File: src/rtl/systolic_pkg.sv
// ----------------------------------------------------------------------------
// systolic_pkg
// Shared definitions for the 8x8 systolic MAC array sequencer:
//   - state_t       : sequencer FSM states
//   - *_DEF         : default array / operand / buffer dimensions
//   - drain_steps() : number of steps needed to flush the array after the
//                     last operand read (read latency + skew + propagation
//                     + MAC pipeline)
// ----------------------------------------------------------------------------
package systolic_pkg;

    localparam int N_DEF       = 8;
    localparam int A_W_DEF     = 8;
    localparam int W_W_DEF     = 8;
    localparam int K_MAX_DEF   = 256;
    localparam int ADDR_W_DEF  = 8;
    localparam int MAC_LAT_DEF = 1;

    typedef enum logic [2:0] {
        IDLE  = 3'd0,
        CLEAR = 3'd1,
        FEED  = 3'd2,
        DRAIN = 3'd3,
        DONE  = 3'd4
    } state_t;

    // One step of buffer read latency, (n-1) steps of input skew, (n-1) steps
    // of propagation across the array, then the MAC pipeline itself.
    function automatic int drain_steps(input int n, input int mac_lat);
        return 1 + 2 * (n - 1) + mac_lat;
    endfunction

endpackage

File: src/rtl/systolic_ctrl_skew_line.sv
// ----------------------------------------------------------------------------
// skew_line
// Delay line of DEPTH registers that advances only on `step`. DEPTH = 0 is a
// plain wire. Used to build the diagonal input skew of the systolic array.
//
// Ports:
//   clk   in   clock, rising edge
//   rst   in   asynchronous active-low reset (clears all stages)
//   step  in   shift enable
//   din   in   WIDTH-bit input sample
//   dout  out  din delayed by DEPTH steps
// ----------------------------------------------------------------------------
module skew_line #(
    parameter int WIDTH = 8,
    parameter int DEPTH = 0
) (
    input  logic             clk,
    input  logic             rst,
    input  logic             step,
    input  logic [WIDTH-1:0] din,
    output logic [WIDTH-1:0] dout
);

    generate
        if (DEPTH == 0) begin : g_wire
            // clk/rst/step have no function without storage.
            logic unused_ctrl;
            assign unused_ctrl = &{1'b0, clk, rst, step};
            assign dout = din;
        end else begin : g_regs
            logic [WIDTH-1:0] stage [DEPTH];

            always_ff @(posedge clk or negedge rst) begin
                if (!rst) begin
                    for (int i = 0; i < DEPTH; i++) begin
                        stage[i] <= '0;
                    end
                end else if (step) begin
                    stage[0] <= din;
                    for (int i = 1; i < DEPTH; i++) begin
                        stage[i] <= stage[i-1];
                    end
                end
            end

            assign dout = stage[DEPTH-1];
        end
    endgenerate

endmodule

File: src/rtl/systolic_ctrl.sv
// ----------------------------------------------------------------------------
// systolic_ctrl
// Sequencer for an NxN systolic MAC array. On `start` it clears the
// accumulators, streams cfg_k activation/weight vectors out of the operand
// buffers (1-cycle read latency), skews them diagonally into the array,
// drives global/per-row/per-column enables, drains the pipeline and pulses
// `done`. buf_ready=0 freezes all progress (no read, no shift, arr_en=0).
//
// Optional feature: define SYSTOLIC_CTRL_PERF_EN to add perf_active_cycles
// and perf_stall_cycles (32-bit, saturating, cleared on start acceptance).
//
// Ports:
//   clk, rst                 clock; asynchronous active-low reset
//   start                    begin tile (only accepted in IDLE)
//   cfg_k/cfg_rows/cfg_cols  tile shape, latched (and clamped) at start
//   buf_ready                operand buffers can serve; low = stall
//   busy, done               tile in progress; 1-cycle completion pulse
//   act_rd_*, wgt_rd_*       operand buffer read ports
//   arr_clr, arr_en          accumulator clear, global enable
//   arr_row_en, arr_col_en   active row/column masks
//   arr_act, arr_wgt         skewed operands into column 0 / row 0
// ----------------------------------------------------------------------------
module systolic_ctrl
    import systolic_pkg::*;
#(
    parameter int N       = N_DEF,
    parameter int A_W     = A_W_DEF,
    parameter int W_W     = W_W_DEF,
    parameter int K_MAX   = K_MAX_DEF,
    parameter int ADDR_W  = ADDR_W_DEF,
    parameter int MAC_LAT = MAC_LAT_DEF
) (
    input  logic              clk,
    input  logic              rst,
    input  logic              start,
    input  logic [ADDR_W:0]   cfg_k,
    input  logic [3:0]        cfg_rows,
    input  logic [3:0]        cfg_cols,
    input  logic              buf_ready,
    output logic              busy,
    output logic              done,
    output logic              act_rd_en,
    output logic [ADDR_W-1:0] act_rd_addr,
    input  logic [N*A_W-1:0]  act_rd_data,
    output logic              wgt_rd_en,
    output logic [ADDR_W-1:0] wgt_rd_addr,
    input  logic [N*W_W-1:0]  wgt_rd_data,
    output logic              arr_clr,
    output logic              arr_en,
    output logic [N-1:0]      arr_row_en,
    output logic [N-1:0]      arr_col_en,
    output logic [N*A_W-1:0]  arr_act,
    output logic [N*W_W-1:0]  arr_wgt
`ifdef SYSTOLIC_CTRL_PERF_EN
    ,
    output logic [31:0]       perf_active_cycles,
    output logic [31:0]       perf_stall_cycles
`endif
);

    localparam int CNT_W = ADDR_W + 1;
    localparam logic [CNT_W-1:0] CNT_ONE    = CNT_W'(1);
    localparam logic [CNT_W-1:0] DRAIN_LAST = CNT_W'(drain_steps(N, MAC_LAT) - 1);

    function automatic logic [3:0] clamp_dim(input logic [3:0] v);
        if (v == 4'd0)      return 4'd1;
        if (v > 4'(N))      return 4'(N);
        return v;
    endfunction

    function automatic logic [CNT_W-1:0] clamp_k(input logic [CNT_W-1:0] v);
        if (v > CNT_W'(K_MAX)) return CNT_W'(K_MAX);
        return v;
    endfunction

    state_t           state, state_nx;
    logic [CNT_W-1:0] cnt;      // k index in FEED, step index in DRAIN
    logic [CNT_W-1:0] k_q;
    logic [3:0]       rows_q, cols_q;
    logic             vld;      // buffer read data is valid this step
    logic             step;
    logic             accept;
    logic             feed_last, drain_last;
    logic [N-1:0]     row_mask, col_mask;

    assign step       = ((state == FEED) || (state == DRAIN)) && buf_ready;
    assign accept     = (state == IDLE) && start;
    assign feed_last  = (cnt == k_q - CNT_ONE);
    assign drain_last = (cnt == DRAIN_LAST);

    // ---- FSM state and tile counters ----
    always_ff @(posedge clk or negedge rst) begin
        if (!rst) begin
            state  <= IDLE;
            cnt    <= '0;
            k_q    <= '0;
            rows_q <= '0;
            cols_q <= '0;
            vld    <= 1'b0;
        end else begin
            state <= state_nx;
            if (accept) begin
                k_q    <= clamp_k(cfg_k);
                rows_q <= clamp_dim(cfg_rows);
                cols_q <= clamp_dim(cfg_cols);
                cnt    <= '0;
            end else if (step) begin
                if (state == FEED) begin
                    cnt <= feed_last ? '0 : cnt + CNT_ONE;
                end else begin
                    cnt <= drain_last ? '0 : cnt + CNT_ONE;
                end
                // A read issued on this step returns data for the next one.
                vld <= (state == FEED);
            end
        end
    end

    always_comb begin
        state_nx  = state;
        busy      = (state != IDLE);
        done      = 1'b0;
        arr_clr   = 1'b0;
        arr_en    = step;
        act_rd_en = 1'b0;
        case (state)
            IDLE: begin
                if (start) state_nx = CLEAR;
            end
            CLEAR: begin
                arr_clr  = 1'b1;
                arr_en   = 1'b1;
                state_nx = (k_q == '0) ? DRAIN : FEED;
            end
            FEED: begin
                act_rd_en = buf_ready;
                if (step && feed_last) state_nx = DRAIN;
            end
            DRAIN: begin
                if (step && drain_last) state_nx = DONE;
            end
            DONE: begin
                done     = 1'b1;
                state_nx = IDLE;
            end
            default: state_nx = IDLE;
        endcase
    end

    assign wgt_rd_en   = act_rd_en;
    assign act_rd_addr = (state == FEED) ? cnt[ADDR_W-1:0] : '0;
    assign wgt_rd_addr = act_rd_addr;

    always_comb begin
        row_mask   = '0;
        col_mask   = '0;
        arr_row_en = '0;
        arr_col_en = '0;
        for (int i = 0; i < N; i++) begin
            row_mask[i] = (4'(i) < rows_q);
            col_mask[i] = (4'(i) < cols_q);
        end
        if (busy) begin
            arr_row_en = row_mask;
            arr_col_en = col_mask;
        end
    end

    // ---- Diagonal input skew: lane i delayed by i steps ----
    for (genvar r = 0; r < N; r++) begin : g_act
        logic [A_W-1:0] din;
        assign din = (vld && row_mask[r]) ? act_rd_data[r*A_W +: A_W] : '0;
        skew_line #(.WIDTH(A_W), .DEPTH(r)) u_skew (
            .clk  (clk),
            .rst  (rst),
            .step (step),
            .din  (din),
            .dout (arr_act[r*A_W +: A_W])
        );
    end

    for (genvar c = 0; c < N; c++) begin : g_wgt
        logic [W_W-1:0] din;
        assign din = (vld && col_mask[c]) ? wgt_rd_data[c*W_W +: W_W] : '0;
        skew_line #(.WIDTH(W_W), .DEPTH(c)) u_skew (
            .clk  (clk),
            .rst  (rst),
            .step (step),
            .din  (din),
            .dout (arr_wgt[c*W_W +: W_W])
        );
    end

`ifdef SYSTOLIC_CTRL_PERF_EN
    // ---- Saturating performance counters ----
    always_ff @(posedge clk or negedge rst) begin
        if (!rst) begin
            perf_active_cycles <= '0;
            perf_stall_cycles  <= '0;
        end else if (accept) begin
            perf_active_cycles <= '0;
            perf_stall_cycles  <= '0;
        end else begin
            if (step && (perf_active_cycles != '1)) begin
                perf_active_cycles <= perf_active_cycles + 32'd1;
            end
            if (busy && !buf_ready && (perf_stall_cycles != '1)) begin
                perf_stall_cycles <= perf_stall_cycles + 32'd1;
            end
        end
    end
`endif

endmodule

File: config.mk
export PLATFORM = sky130hd
export DESIGN_NAME = systolic_ctrl
export DESIGN_NICKNAME = d
export VERILOG_FILES = /design/src/rtl/systolic_pkg.sv /design/src/rtl/systolic_ctrl_skew_line.sv /design/src/rtl/systolic_ctrl.sv
export SDC_FILE = /design/constraint.sdc
export NUM_CORES = 1
export LEC_CHECK = 0
export ABC_AREA = 1
export CAP_MARGIN = 20
export CORE_MARGIN = 5
export CORE_UTILIZATION = 55
export CTS_CLUSTER_SIZE = 16
export DETAILED_ROUTE_END_ITERATION = 6
export GPL_TIMING_DRIVEN = 1
export PLACE_DENSITY = 0.83
export SETUP_SLACK_MARGIN = 0.2
export SLEW_MARGIN = 20
export SYNTH_ARGS = -nofsm -noshare
export SYNTH_HDL_FRONTEND = slang
export SYNTH_HIERARCHICAL = 1
export SYNTH_SLANG_ARGS = --single-unit
File: constraint.sdc
create_clock -name clk -period 3.3 [get_ports clk]
set_input_delay 0.33 -clock clk [delete_from_list [all_inputs] [get_ports clk]]
set_output_delay 0.33 -clock clk [all_outputs]
set_load 0.01 [all_outputs]
### After elaboration in Yosys (flattened, before gate mapping)

Cells that the tools add are included.

* add/subtract/negate cells: 2
* order comparisons: 19
* equality and inequality tests: 9
* mux-type cells: 55
* bitwise logic cells: 1
* reduce and logical (&&, ||, !) cells: 29

Operators with widths (number)
* 8-bit two-way mux: 19
* 9-bit two-way mux: 7
* 3-bit by 4-bit < comparator with 1-bit output (first input constant): 8
* 4-bit two-way mux: 8
* 1-bit logical AND: 20
* 1-bit two-way mux: 17
* 1-bit by 4-bit < comparator with 1-bit output (first input constant): 4
* 2-bit by 4-bit < comparator with 1-bit output (first input constant): 4
* 3-bit case mux with 4 select lines: 1
* 9-bit by 1-bit adder with 9-bit output (second input constant): 1
* 9-bit by 4-bit equality test with 1-bit output (second input constant): 1
* 9-bit equality test: 1
* 9-bit greater-than comparator (second input constant): 1
* 9-bit logical NOT: 1
* 3-bit two-way mux: 3
* 9-bit by 1-bit subtractor with 9-bit output (second input constant): 1
* 4-bit greater-than comparator (second input constant): 2
* 4-bit logical NOT: 2
* 3-bit by 2-bit equality test with 1-bit output (second input constant): 2
* 2-bit by 1-bit inequality test with 1-bit output (second input constant): 2
* 3-bit by 1-bit equality test with 1-bit output (second input constant): 1
* 3-bit equality test (second input constant): 1
* 3-bit logical NOT: 1
* 3-bit AND reduction: 1
* 6 further kinds: 6

* register bits: 478
* bits of input ports: 149
* output and inout bits: 166
* word-level logic and storage cells: 177

### Longest topological paths before layout

Gate-level depths: netlist of the first run.

* depth after elaboration: 7
* gate-level depth with buffers: 14
* gate-level depth less buffers: 14

### Hierarchy

Netlist of the first run, hierarchy kept.

By module, submodules not included
* skew_line (g_act[7].u_skew ...): times used 2, cells each 245, area each 2174.6 sq um, sequential area each 1401.3 sq um
* skew_line (g_act[6].u_skew ...): times used 2, cells each 211, area each 1875.5 sq um, sequential area each 1201.2 sq um
* skew_line (g_act[5].u_skew ...): times used 2, cells each 178, area each 1676.6 sq um, sequential area each 1001.0 sq um
* systolic_ctrl: times used 1, cells each 629, area each 3325.7 sq um, sequential area each 750.7 sq um
* skew_line (g_act[4].u_skew ...): times used 2, cells each 144, area each 1355.0 sq um, sequential area each 800.8 sq um
* skew_line (g_act[3].u_skew ...): times used 2, cells each 110, area each 1037.2 sq um, sequential area each 600.6 sq um
* skew_line (g_act[2].u_skew ...): times used 2, cells each 76, area each 737.0 sq um, sequential area each 400.4 sq um
* skew_line (g_act[1].u_skew ...): times used 2, cells each 34, area each 305.3 sq um, sequential area each 200.2 sq um
* skew_line (g_act[0].u_skew ...): times used 2, cells each 8, area each 60.1 sq um, sequential area each 0.0 sq um

### Least setup slack after synthesis of the first run

No wires, ideal clock.

* path kind: register to register
* start: reg state[2]
* end: reg g_act[7].u_skew.g_regs.stage, in the netlist g_act[7].u_skew/dout[0]
* library setup time: 0.065 ns
* arrival: 2.380 ns
* data required time: 3.235 ns
* setup slack: 0.855 ns
* stages on the path, launching flop included: 8
* buffers on the path: 2
* period minus slack after synthesis: 2.445 ns
* cells stage by stage: dfrtp_1 inv_1 nand2_1 nor2_1 buf_4 buf_4 nand2_1 nand2_1

* longest elaborated chain between the ends: 3
* elaborated cells between the ends (all ways): 4
* classes of those cells: 2 x eq/ne; 2 x reduce/logical

RTL lines
* from (decl): line systolic_ctrl.sv:76 `state_t state, state_nx;`
* from (signal assigned): line systolic_ctrl.sv:101 `state <= state_nx;`
* 3-bit by 2-bit equality test with 1-bit output: line systolic_ctrl.sv:86 `assign step = ((state == FEED) || (state == DRAIN)) && buf_ready;`
* 1-bit logical OR *: line systolic_ctrl.sv:86
* 1-bit logical AND *: line systolic_ctrl.sv:86
* via step: line systolic_ctrl.sv:81 `logic step;`
* to (signal, indexed assignment): line systolic_ctrl_skew_line.sv:41 `stage[i] <= stage[i-1];`
* to (decl): line systolic_ctrl_skew_line.sv:31 `logic [WIDTH-1:0] stage [DEPTH];`

Mark *: on every way through the listed nets, which the timed path passes. The rest lies on a longest branch.
A chain may end at the register's enable or synchronous reset.

### Final worst setup path of the first run

* start: reg state[2]
* end: out act_rd_addr[0]

* longest elaborated chain between the ends: 2

RTL lines
* 3-bit by 2-bit equality test with 1-bit output: line systolic_ctrl.sv:151 `assign act_rd_addr = (state == FEED) ? cnt[ADDR_W-1:0] : '0;`
* 8-bit two-way mux: line systolic_ctrl.sv:151
* to (decl): line systolic_ctrl.sv:43 `output logic [ADDR_W-1:0] act_rd_addr,`

Every way passes these cells.

==> impl_metrics.json, run 1 <==
{
  "run_status": "finished clean",
  "floorplan.io_pins": 315,
  "port_buffers": 314,
  "final_ant_viol_nets": 0,
  "critical_path.reg2reg.startpoint": "state[2]",
  "synthMuxAreaShare_pct": 0,
  "hold_start": "cfg_rows[2]",
  "worst_slew_margin_rel_pct": 40.5,
  "h-tree-depth": 2,
  "grt_first_pass_wirelength_mm": 77.0,
  "route.detailed.drc": 0,
  "powerDensity_nw_per_um2": 891,
  "transition_at_the_pin_with_the_smallest_max_transition_slack_ps": 892,
  "start_kind": "flip-flop",
  "regToRegSetupSlack_ps": 990,
  "netlist_area_sq_um": 21800,
  "dpl.hpwl_mm": 30.9,
  "final.period_utilization_pct": 87.4,
  "design.core.area_sq_um": 38900,
  "grt_max_degree": 128,
  "final_cell_count_no_fill": 3360,
  "setup_violations": 0,
  "num-nets-final": 2953,
  "clock_latency_ps": 570,
  "synth-warning-count": 6,
  "data_arrival_critical_path_ps": 2550,
  "numCtsBuffers": 49,
  "root_buffer": "sky130_fd_sc_hd__clkbuf_16",
  "critical_path_peak_fanout": 11,
  "synth_largest_area_cell": "sky130_fd_sc_hd__dfrtp_1",
  "required_time_reported_for_the_critical_path_endpoint_ps": 2970,
  "floorplan.initialDensity_pct": 55.9,
  "drive_gt1_share_pct": 8.80,
  "detail_route.first_pass.iterations": 6,
  "syn_area_per_cell_sq_um": 8.24,
  "grt_pass1_vias": 15700,
  "detail_route.wl_per_cell_um": 13.8,
  "synthesis.nets": 2792,
  "synth-simple-area-share_pct": 30.8,
  "synthesized_area_fraction_occupied_by_adder_cells_pct": 0.115,
  "timing.hold.worst.class": "input pin to flip-flop",
  "routed_via_density": 4.78,
  "floorplan.die.height_um": 209,
  "ir_worst_vdd_uv": 459,
  "vias": 16000,
  "detail_route.iter0.violations": 1224,
  "synth_top_area_share_pct": 54.9,
  "grt_overflow_total": 0,
  "post_cts_buffers": 0,
  "mostFrequentLayoutCell": "sky130_fd_sc_hd__nand2_1",
  "detail_route.wirelength_mm": 46.2,
  "cts_tree": "done",
  "cts_num_sinks": 478,
  "place_inst": 3268,
  "ys_seq_elements": 478,
  "synth_compound_gate_area_share_pct": 0.943,
  "area_growth_pct": 17.9,
  "most-common-layout-cells": "sky130_fd_sc_hd__nand2_1, sky130_fd_sc_hd__dfrtp_1, sky130_fd_sc_hd__clkdlybuf4s50_1, sky130_fd_sc_hd__inv_1, sky130_fd_sc_hd__nor2_1",
  "synth-xor-area-share_pct": 0.397,
  "antenna_found_initial": 1,
  "max_cap_viol_count": 0,
  "drv_slew": 0,
  "fmax_ghz": 0.347,
  "finalWeightedCongestion": 0.901,
  "netlist_instances": 2641,
  "timing.setup.tns_ps": 0,
  "synth.top_cells.by_area": "sky130_fd_sc_hd__dfrtp_1, sky130_fd_sc_hd__nand2_1, sky130_fd_sc_hd__buf_4, sky130_fd_sc_hd__inv_1, sky130_fd_sc_hd__nand2_2",
  "design.die.area_sq_um": 43700,
  "p_leak_nw": 14.2,
  "critPathKind": "flip-flop to output pin",
  "synth.yosys.seq_area_share_pct": 54.9,
  "post-route-min-period_ps": 2880,
  "dieWidth_um": 209,
  "clkTransAtPathRegs_ps": 60,
  "cts-root-to-sink-buffers": 3,
  "rsz_0062_raised_after_global_routing": "false",
  "end_kind": "output pin",
  "std_cell_rows": 72,
  "synth.distinct_cells": 37,
  "hold_viol_final": 0,
  "clock_skew_ps": 15.7,
  "critPathLaunch": "state[2]",
  "grt_total_usage_pct": 21.0,
  "dominant_combinational_cell_family_by_area_after_synthesis": "simple AND/OR/NAND/NOR gates"
}
-- layout make-up --
type | instances | area [sq um]
flip-flops and latches | 478 | 12000
diodes | 1 | 2.50
clock inverters | 25 | 345
inverters | 215 | 867
fillers | 3101 | 13300
well taps | 518 | 648
clock buffers | 65 | 1410
repair buffers | 332 | 3390
multi-input cells | 1726 | 7040
-- per-stage QoR --
step	cell area [sq um]	total power, mW	util [%]	hold slack [ps]	setup slack (ps)
final	25700	22.9	65.9	352	416
after global routing	25700	24.4	65.9	341	236
after global placement	23900	16.7	61.4	402	795
after floorplan	21800	14.9	-	34.4	855
after detailed placement	23900	17.0	61.4	405	781
after CTS	25600	23.1	65.9	309	232
-- flip-flops by register name (all words and copies together) (netlist names), 4 cells and up --
signal and flops:
g_act.u_skew/g_regs.stage 168, k_q 9, rows_q 4, g_wgt.u_skew/dout 56, cols_q 4, g_act.u_skew/dout 56
g_wgt.u_skew/g_regs.stage 168, cnt 9
-- per-layer routing --
metal,vias up,share of wire (%),GRT usage (%)
li1,8009,-,-
met1,7499,43,28.1
met2,442,49,34.8
met3,96,5.2,3.60
met4,0,3.3,7.76
met5,-,0,0
-- synthesized netlist by cell type (all sizes together) --
| master | instances |
|---|---|
| o22ai | 4 |
| nor4 | 2 |
| nand2 | 1451 |
| o21a | 2 |
| xor2 | 8 |
| nor2 | 175 |
| nand4 | 2 |
| nor3 | 7 |
| buf | 204 |
| o41ai | 1 |
| a21oi | 7 |
| o21bai | 1 |
| clkbuf | 18 |
| a31oi | 1 |
| dfrtp | 478 |
| inv | 215 |
| or2 | 1 |
| o21ai | 20 |
| ha | 2 |
| xnor2 | 1 |
| nand3 | 41 |
-- power breakdown --
| part | total [mW] | internal, mW | leakage, nW | switching, mW |
|---|---|---|---|---|
| clock network | 5.92 | 3.63 | 0.855 | 2.29 |
| logic | 7.54 | 3.05 | 6.89 | 4.49 |
| registers | 9.40 | 8.07 | 6.45 | 1.34 |
| total | 22.9 | 14.7 | 14.2 | 8.12 |
-- cells by family (layout without fill, tap and decap cells) --
family	after synthesis	in the layout
XOR/XNOR	9	9
adder cells (fa/ha/maj)	2	2
flip-flops	478	478
AO/OA/AOI/OAI	36	36
AND/OR/NAND/NOR	1679	1679
other	0	1
buffers and inverters	437	637
-- worst max-delay path, stage by stage, from the launching register on --
cell,delay [ps]
sky130_fd_sc_hd__dfrtp_1,430
sky130_fd_sc_hd__inv_1,100
sky130_fd_sc_hd__nand2_1,150
sky130_fd_sc_hd__nor2_4,230
sky130_fd_sc_hd__inv_1,220
sky130_fd_sc_hd__nor2_1,260
sky130_fd_sc_hd__clkdlybuf4s50_1,590
-- worst paths after layout --
| kind | end | depth (start not counted) |
|---|---|---|
| max | act_rd_addr[0] | 6 |
| min in group asynchronous | g_act[7].u_skew/g_regs.stage[33] | 2 |
| max in group asynchronous | g_wgt[6].u_skew/g_regs.stage[26] | 3 |
| min reg2reg | g_act[6].u_skew/g_regs.stage[34] | 2 |
| max reg2reg | cols_q[2] | 8 |
| min | rows_q[2] | 3 |
-- repair_timing --
action,CTS,global route
hold buffers,1,0
endpoints found under the hold margin,80,0
gates resized for setup,1,2
endpoints found under the setup margin,2,8
(Power assumes the default switching activity.)
==> run 2: changes to the inputs <==
- RECOVER_POWER: not set -> 50
- clock period: 3.3 -> 2.9 ns (I/O delays scaled with it)
==> run 2 against run 1 <==
The run now ends with design-rule violations, max-capacitance violations, max-slew violations left. Die area is the same. Non-clock buffer count grew 17. Worst hold slack lost 51 ps. Largest power group unchanged. Design area grew 0.13%. Count of clock-buffer cells in the layout grew 4.
==> impl_metrics.json, run 2 (synthesized netlist as in run 1, its figures left out) <==
{
  "run_status": "complete, but fails checks",
  "grt_first_pass_wirelength_mm": 77.3,
  "design.core.area_sq_um": 38900,
  "mostFrequentLayoutCell": "sky130_fd_sc_hd__nand2_1",
  "route.detailed.drc": 2,
  "clock_latency_ps": 570,
  "area_growth_pct": 18.0,
  "std_cell_rows": 72,
  "place_worst_setup_slack_ps": 617,
  "timing.setup.tns_ps": 0,
  "critPathKind": "flip-flop to output pin",
  "slowest_stage_delay_cp_ps": 550,
  "finalWeightedCongestion": 0.868,
  "required_time_reported_for_the_critical_path_endpoint_ps": 2610,
  "worst_slew_margin_rel_pct": -49.1,
  "rsz_0062_raised_after_global_routing": "true",
  "setup_violations": 0,
  "transition_at_the_pin_with_the_smallest_max_transition_slack_ps": 2240,
  "clkTransAtPathRegs_ps": 60,
  "final.period_utilization_pct": 93.1,
  "final_ant_viol_nets": 0,
  "max_cap_viol_count": 1,
  "grt_overflow_total": 0,
  "clock_skew_ps": 13.7,
  "cts-root-to-sink-buffers": 3,
  "cts_num_sinks": 478,
  "routed_via_density": 4.83,
  "place_inst": 3278,
  "cts_tree": "done",
  "grt_pass1_vias": 15700,
  "critical_path_peak_fanout": 5,
  "detail_route.wl_per_cell_um": 14.0,
  "dieWidth_um": 209,
  "floorplan.die.height_um": 209,
  "detail_route.iter0.violations": 1250,
  "drv_slew": 80,
  "postLayoutSetupSlackWorst_ps": 200,
  "fmax_ghz": 0.370,
  "numCtsBuffers": 49,
  "ir_worst_vdd_uv": 623,
  "top_regs": "g_act.u_skew/g_regs.stage: 168 flops, g_wgt.u_skew/g_regs.stage: 168 flops",
  "num-nets-final": 2971,
  "violated_checks": "design-rule violations, max-capacitance violations, max-slew violations",
  "p_leak_nw": 14.5,
  "detail_route.wirelength_mm": 47.1,
  "placedInstanceArea_sq_um": 24000,
  "worst-path-buf-inv": 4,
  "grt_total_usage_pct": 21.2,
  "post-route-min-period_ps": 2700,
  "end_kind": "output pin",
  "data_arrival_critical_path_ps": 2410,
  "timing.critical_path.slowest_stage_cell": "sky130_fd_sc_hd__clkdlybuf4s50_1",
  "powerDensity_nw_per_um2": 1000,
  "grt_max_degree": 114,
  "final_cell_count_no_fill": 3372,
  "root_buffer": "sky130_fd_sc_hd__clkbuf_16",
  "cp_cell_sequence": "inv_1 > nand2_2 > nor2_4 > buf_4 > clkinvlp_4 > nor2_2 > clkdlybuf4s50_1",
  "final_power_mw": 25.7,
  "stdcell_area_sq_um": 25700,
  "design.die.area_sq_um": 43700,
  "start_kind": "flip-flop",
  "timing.hold.worst.class": "input pin to flip-flop",
  "h-tree-depth": 2,
  "antenna_found_initial": 1,
  "critical-path-top-delay-family": "buffers and inverters",
  "hold_viol_final": 0,
  "drive_gt1_share_pct": 9.11,
  "floorplan.io_pins": 315,
  "floorplan.initialDensity_pct": 55.9,
  "detail_route.first_pass.iterations": 7,
  "dpl.hpwl_mm": 31.4,
  "most-common-layout-cells": "sky130_fd_sc_hd__nand2_1, sky130_fd_sc_hd__dfrtp_1, sky130_fd_sc_hd__clkdlybuf4s50_1, sky130_fd_sc_hd__inv_1, sky130_fd_sc_hd__nor2_1",
  "port_buffers": 314,
  "vias": 16300
}
[run 2: worst paths after layout]
check,startpoint,endpoint,slack (ps),cells past startpoint
max in group asynchronous,rst,g_act[5].u_skew/g_regs.stage[32],520,3
min,cfg_cols[2],cols_q[2],300,3
max,state[2],wgt_rd_addr[6],200,7
min in group asynchronous,rst,g_act[7].u_skew/g_regs.stage[41],830,2
min reg2reg,g_wgt[6].u_skew/dout[1],g_wgt[6].u_skew/dout[1],460,2
max reg2reg,state[2],g_act[3].u_skew/g_regs.stage[9],300,8
[run 2: per-layer routing]
metal	part of all wire, %	vias up	global-route usage [%]	wire length (um)
met5	0	-	0	0
met4	3.5	0	8.35	1640
met3	5.9	90	4.17	2760
met2	49	466	34.3	22800
met1	42	7648	28.4	19800
li1	-	8069	-	-
[run 2: metrics by stage]
stage	hold slack, ps	utilization [%]
2_1_floorplan	-5.59	-
3_3_place_gp	355	61.6
3_5_place_dp	362	61.6
4_1_cts	265	65.9
5_1_grt	306	66.0
6_report	301	66.0
[run 2: repair_timing]
item	4_1_cts	5_1_grt
pin swaps	1	3
hold buffers	1	0
resized for setup	7	22
setup endpoints to repair	24	27
gates cloned	1	0
buffers inserted	1	6
endpoints found under the hold margin	73	0
[run 2: cell type report]
class	instances	area, sq um
clock buffer	69	1450
timing repair buffer	349	3510
clock inverter	15	189
sequential	478	12000
inverter	215	863
timing repair inverter	1	7.51
multi-input combinational	1726	7050
fill	3191	13200
antenna	1	2.50
tap	518	648
[run 2: power breakdown]
group,leakage [nW],internal [mW],switching (mW)
Sequential,6.45,9.18,1.52
Combinational,7.24,3.50,5.20
Clock,0.801,3.83,2.50
Total,14.5,16.5,9.21
[run 2: worst min-delay path: cells and delay by family]
| kind | cells | cell delay [ps] |
|---|---|---|
| buf+inv | 2 | 470 |
| compound gates | 1 | 70 |
==> run 3: changes to the inputs <==
- CORE_UTILIZATION: 55 -> 52
- PLACE_DENSITY: 0.83 -> 0.79
==> run 3 against run 2 <==
The run ends with max-capacitance violations, max-slew violations left. Clock power rose by 5.4%. Fmax rose by 1.6%. Clock skew is 1.8 ps lower. Global-route usage is 0.58 points lower. Non-clock buffer count down 1. Via count shrank 0.12%. Sequential power is essentially flat. Register-to-register slack better by 110 ps.
==> impl_metrics.json, run 3 (synthesized netlist as in run 1, its figures left out) <==
{
  "port_buffers": 314,
  "floorplan.io_pins": 315,
  "run_status": "complete, but fails checks",
  "max_cap_viol_count": 1,
  "rsz_0062_raised_after_global_routing": "true",
  "end_kind": "output pin",
  "mostFrequentLayoutCell": "sky130_fd_sc_hd__nand2_1",
  "timing.setup.tns_ps": 0,
  "dpl.hpwl_mm": 32.6,
  "worst_slew_margin_rel_pct": -62.6,
  "detail_route.iter0.violations": 1197,
  "required_time_reported_for_the_critical_path_endpoint_ps": 2610,
  "antenna_found_initial": 3,
  "reg_to_reg_end": "g_act[1].u_skew/dout[3]",
  "drive_gt1_share_pct": 9.55,
  "final_ant_viol_nets": 0,
  "detail_route.first_pass.iterations": 5,
  "violated_checks": "max-capacitance violations, max-slew violations",
  "floorplan.initialDensity_pct": 52.2,
  "p_leak_nw": 14.5,
  "area_growth_pct": 18.6,
  "top_regs": "g_act.u_skew/g_regs.stage: 168 flops, g_wgt.u_skew/g_regs.stage: 168 flops",
  "final_power_mw": 26.1,
  "numCtsBuffers": 50,
  "grt_first_pass_wirelength_mm": 79.2,
  "finalWeightedCongestion": 0.867,
  "cts_num_sinks": 478,
  "hold_ws_ps": 321,
  "place_worst_setup_slack_ps": 584,
  "std_cell_rows": 75,
  "cts-root-to-sink-buffers": 3,
  "fmax_ghz": 0.376,
  "grt_overflow_total": 0,
  "transition_at_the_pin_with_the_smallest_max_transition_slack_ps": 2440,
  "most-common-layout-cells": "sky130_fd_sc_hd__nand2_1, sky130_fd_sc_hd__dfrtp_1, sky130_fd_sc_hd__clkdlybuf4s50_1, sky130_fd_sc_hd__inv_1, sky130_fd_sc_hd__nor2_1",
  "floorplan.die.height_um": 215,
  "setup_violations": 0,
  "timing.hold.worst.class": "input pin to flip-flop",
  "critical_path.reg2reg.startpoint": "state[2]",
  "design.die.area_sq_um": 46100,
  "cts_tree": "done",
  "post-route-min-period_ps": 2660,
  "route.detailed.drc": 0,
  "capture_point_of_the_critical_path": "act_rd_addr[2]",
  "ir_worst_vdd_uv": 566,
  "worst_r2r_path_depth": 7,
  "clock_latency_ps": 580,
  "detail_route.wirelength_mm": 47.5,
  "powerDensity_nw_per_um2": 1010,
  "clock_skew_ps": 11.9,
  "dieWidth_um": 215,
  "regToRegSetupSlack_ps": 410,
  "start_kind": "flip-flop",
  "drv_slew": 81,
  "clkTransAtPathRegs_ps": 60,
  "data_arrival_critical_path_ps": 2370,
  "grt_pass1_vias": 16000,
  "routed_via_density": 4.78,
  "design.core.area_sq_um": 41700,
  "num-nets-final": 2970,
  "critical_path_peak_fanout": 7,
  "vias": 16300,
  "critPathLaunch": "state[2]",
  "critPathKind": "flip-flop to output pin",
  "grt_total_usage_pct": 20.6,
  "root_buffer": "sky130_fd_sc_hd__clkbuf_16",
  "postLayoutSetupSlackWorst_ps": 243,
  "detail_route.wl_per_cell_um": 14.0,
  "hold_viol_final": 0,
  "grt_max_degree": 88,
  "final.period_utilization_pct": 91.6,
  "h-tree-depth": 2
}
==> run 3: final cells by class <==
type / count / area [sq um]
Antenna cell: 3 / 7.51
Clock buffer: 67 / 1460
Clock inverter: 25 / 293
Fill cell: 3470 / 15800
Inverter: 215 / 871
Multi-Input combinational cell: 1726 / 7050
Sequential cell: 478 / 12000
Tap cell: 539 / 674
Timing Repair Buffer: 348 / 3510
==> run 3: metrics by stage <==
stage                     area (sq um)  std cells  utilization [%]
after CTS                        25800       3391             61.8
after global placement           24000       3298             57.6
after floorplan                  21800       2641                -
after detailed placement         24000       3298             57.6
after global routing             25800       3400             62.0
final                            25800       3401             62.0
==> run 3: worst max-delay path: stages (launching register included) <==
cell and delay, ps:
sky130_fd_sc_hd__dfrtp_1 410, sky130_fd_sc_hd__inv_1 100, sky130_fd_sc_hd__nand2_2 110, sky130_fd_sc_hd__nor2_4 170, sky130_fd_sc_hd__clkinvlp_4 150, sky130_fd_sc_hd__buf_4 160
sky130_fd_sc_hd__nor2_1 130, sky130_fd_sc_hd__clkdlybuf4s50_1 560
==> run 3: worst min path at each step <==
stage / end / slack, ps / depth (start not counted) / start
after floorplan: cnt[0] / -6 / 0 / rst
final: cols_q[2] / 320 / 3 / cfg_cols[2]
after detailed placement: g_wgt[4].u_skew/dout[6] / 360 / 1 / rst
after CTS: rows_q[1] / 290 / 3 / cfg_rows[1]
after global placement: g_wgt[4].u_skew/dout[6] / 360 / 1 / rst
after global routing: g_act[5].u_skew/g_regs.stage[39] / 320 / 5 / act_rd_data[47]
==> run 3: where the power goes <==
part	switching, mW	internal (mW)	total [mW]
registers	1.52	9.18	10.7
clock network	2.61	4.06	6.67
logic	5.22	3.51	8.74
total	9.35	16.8	26.1
==> run 3: what timing repair did <==
| action | in CTS | in global routing |
|---|---|---|
| setup buffers | 0 | 7 |
| resized for setup | 5 | 10 |
| endpoints found under the hold margin | 77 | 0 |
| pin swaps | 0 | 2 |
| setup endpoints to repair | 21 | 21 |
| hold buffers | 1 | 0 |
==> run 3: routing by layer <==
metal,routed length (um),GRT usage (%),vias to the layer above
li1,-,-,8086
met1,20100,26.7,7681
met2,23500,34.9,379
met3,2380,3.81,106
met4,1550,7.52,2
met5,12,0,-
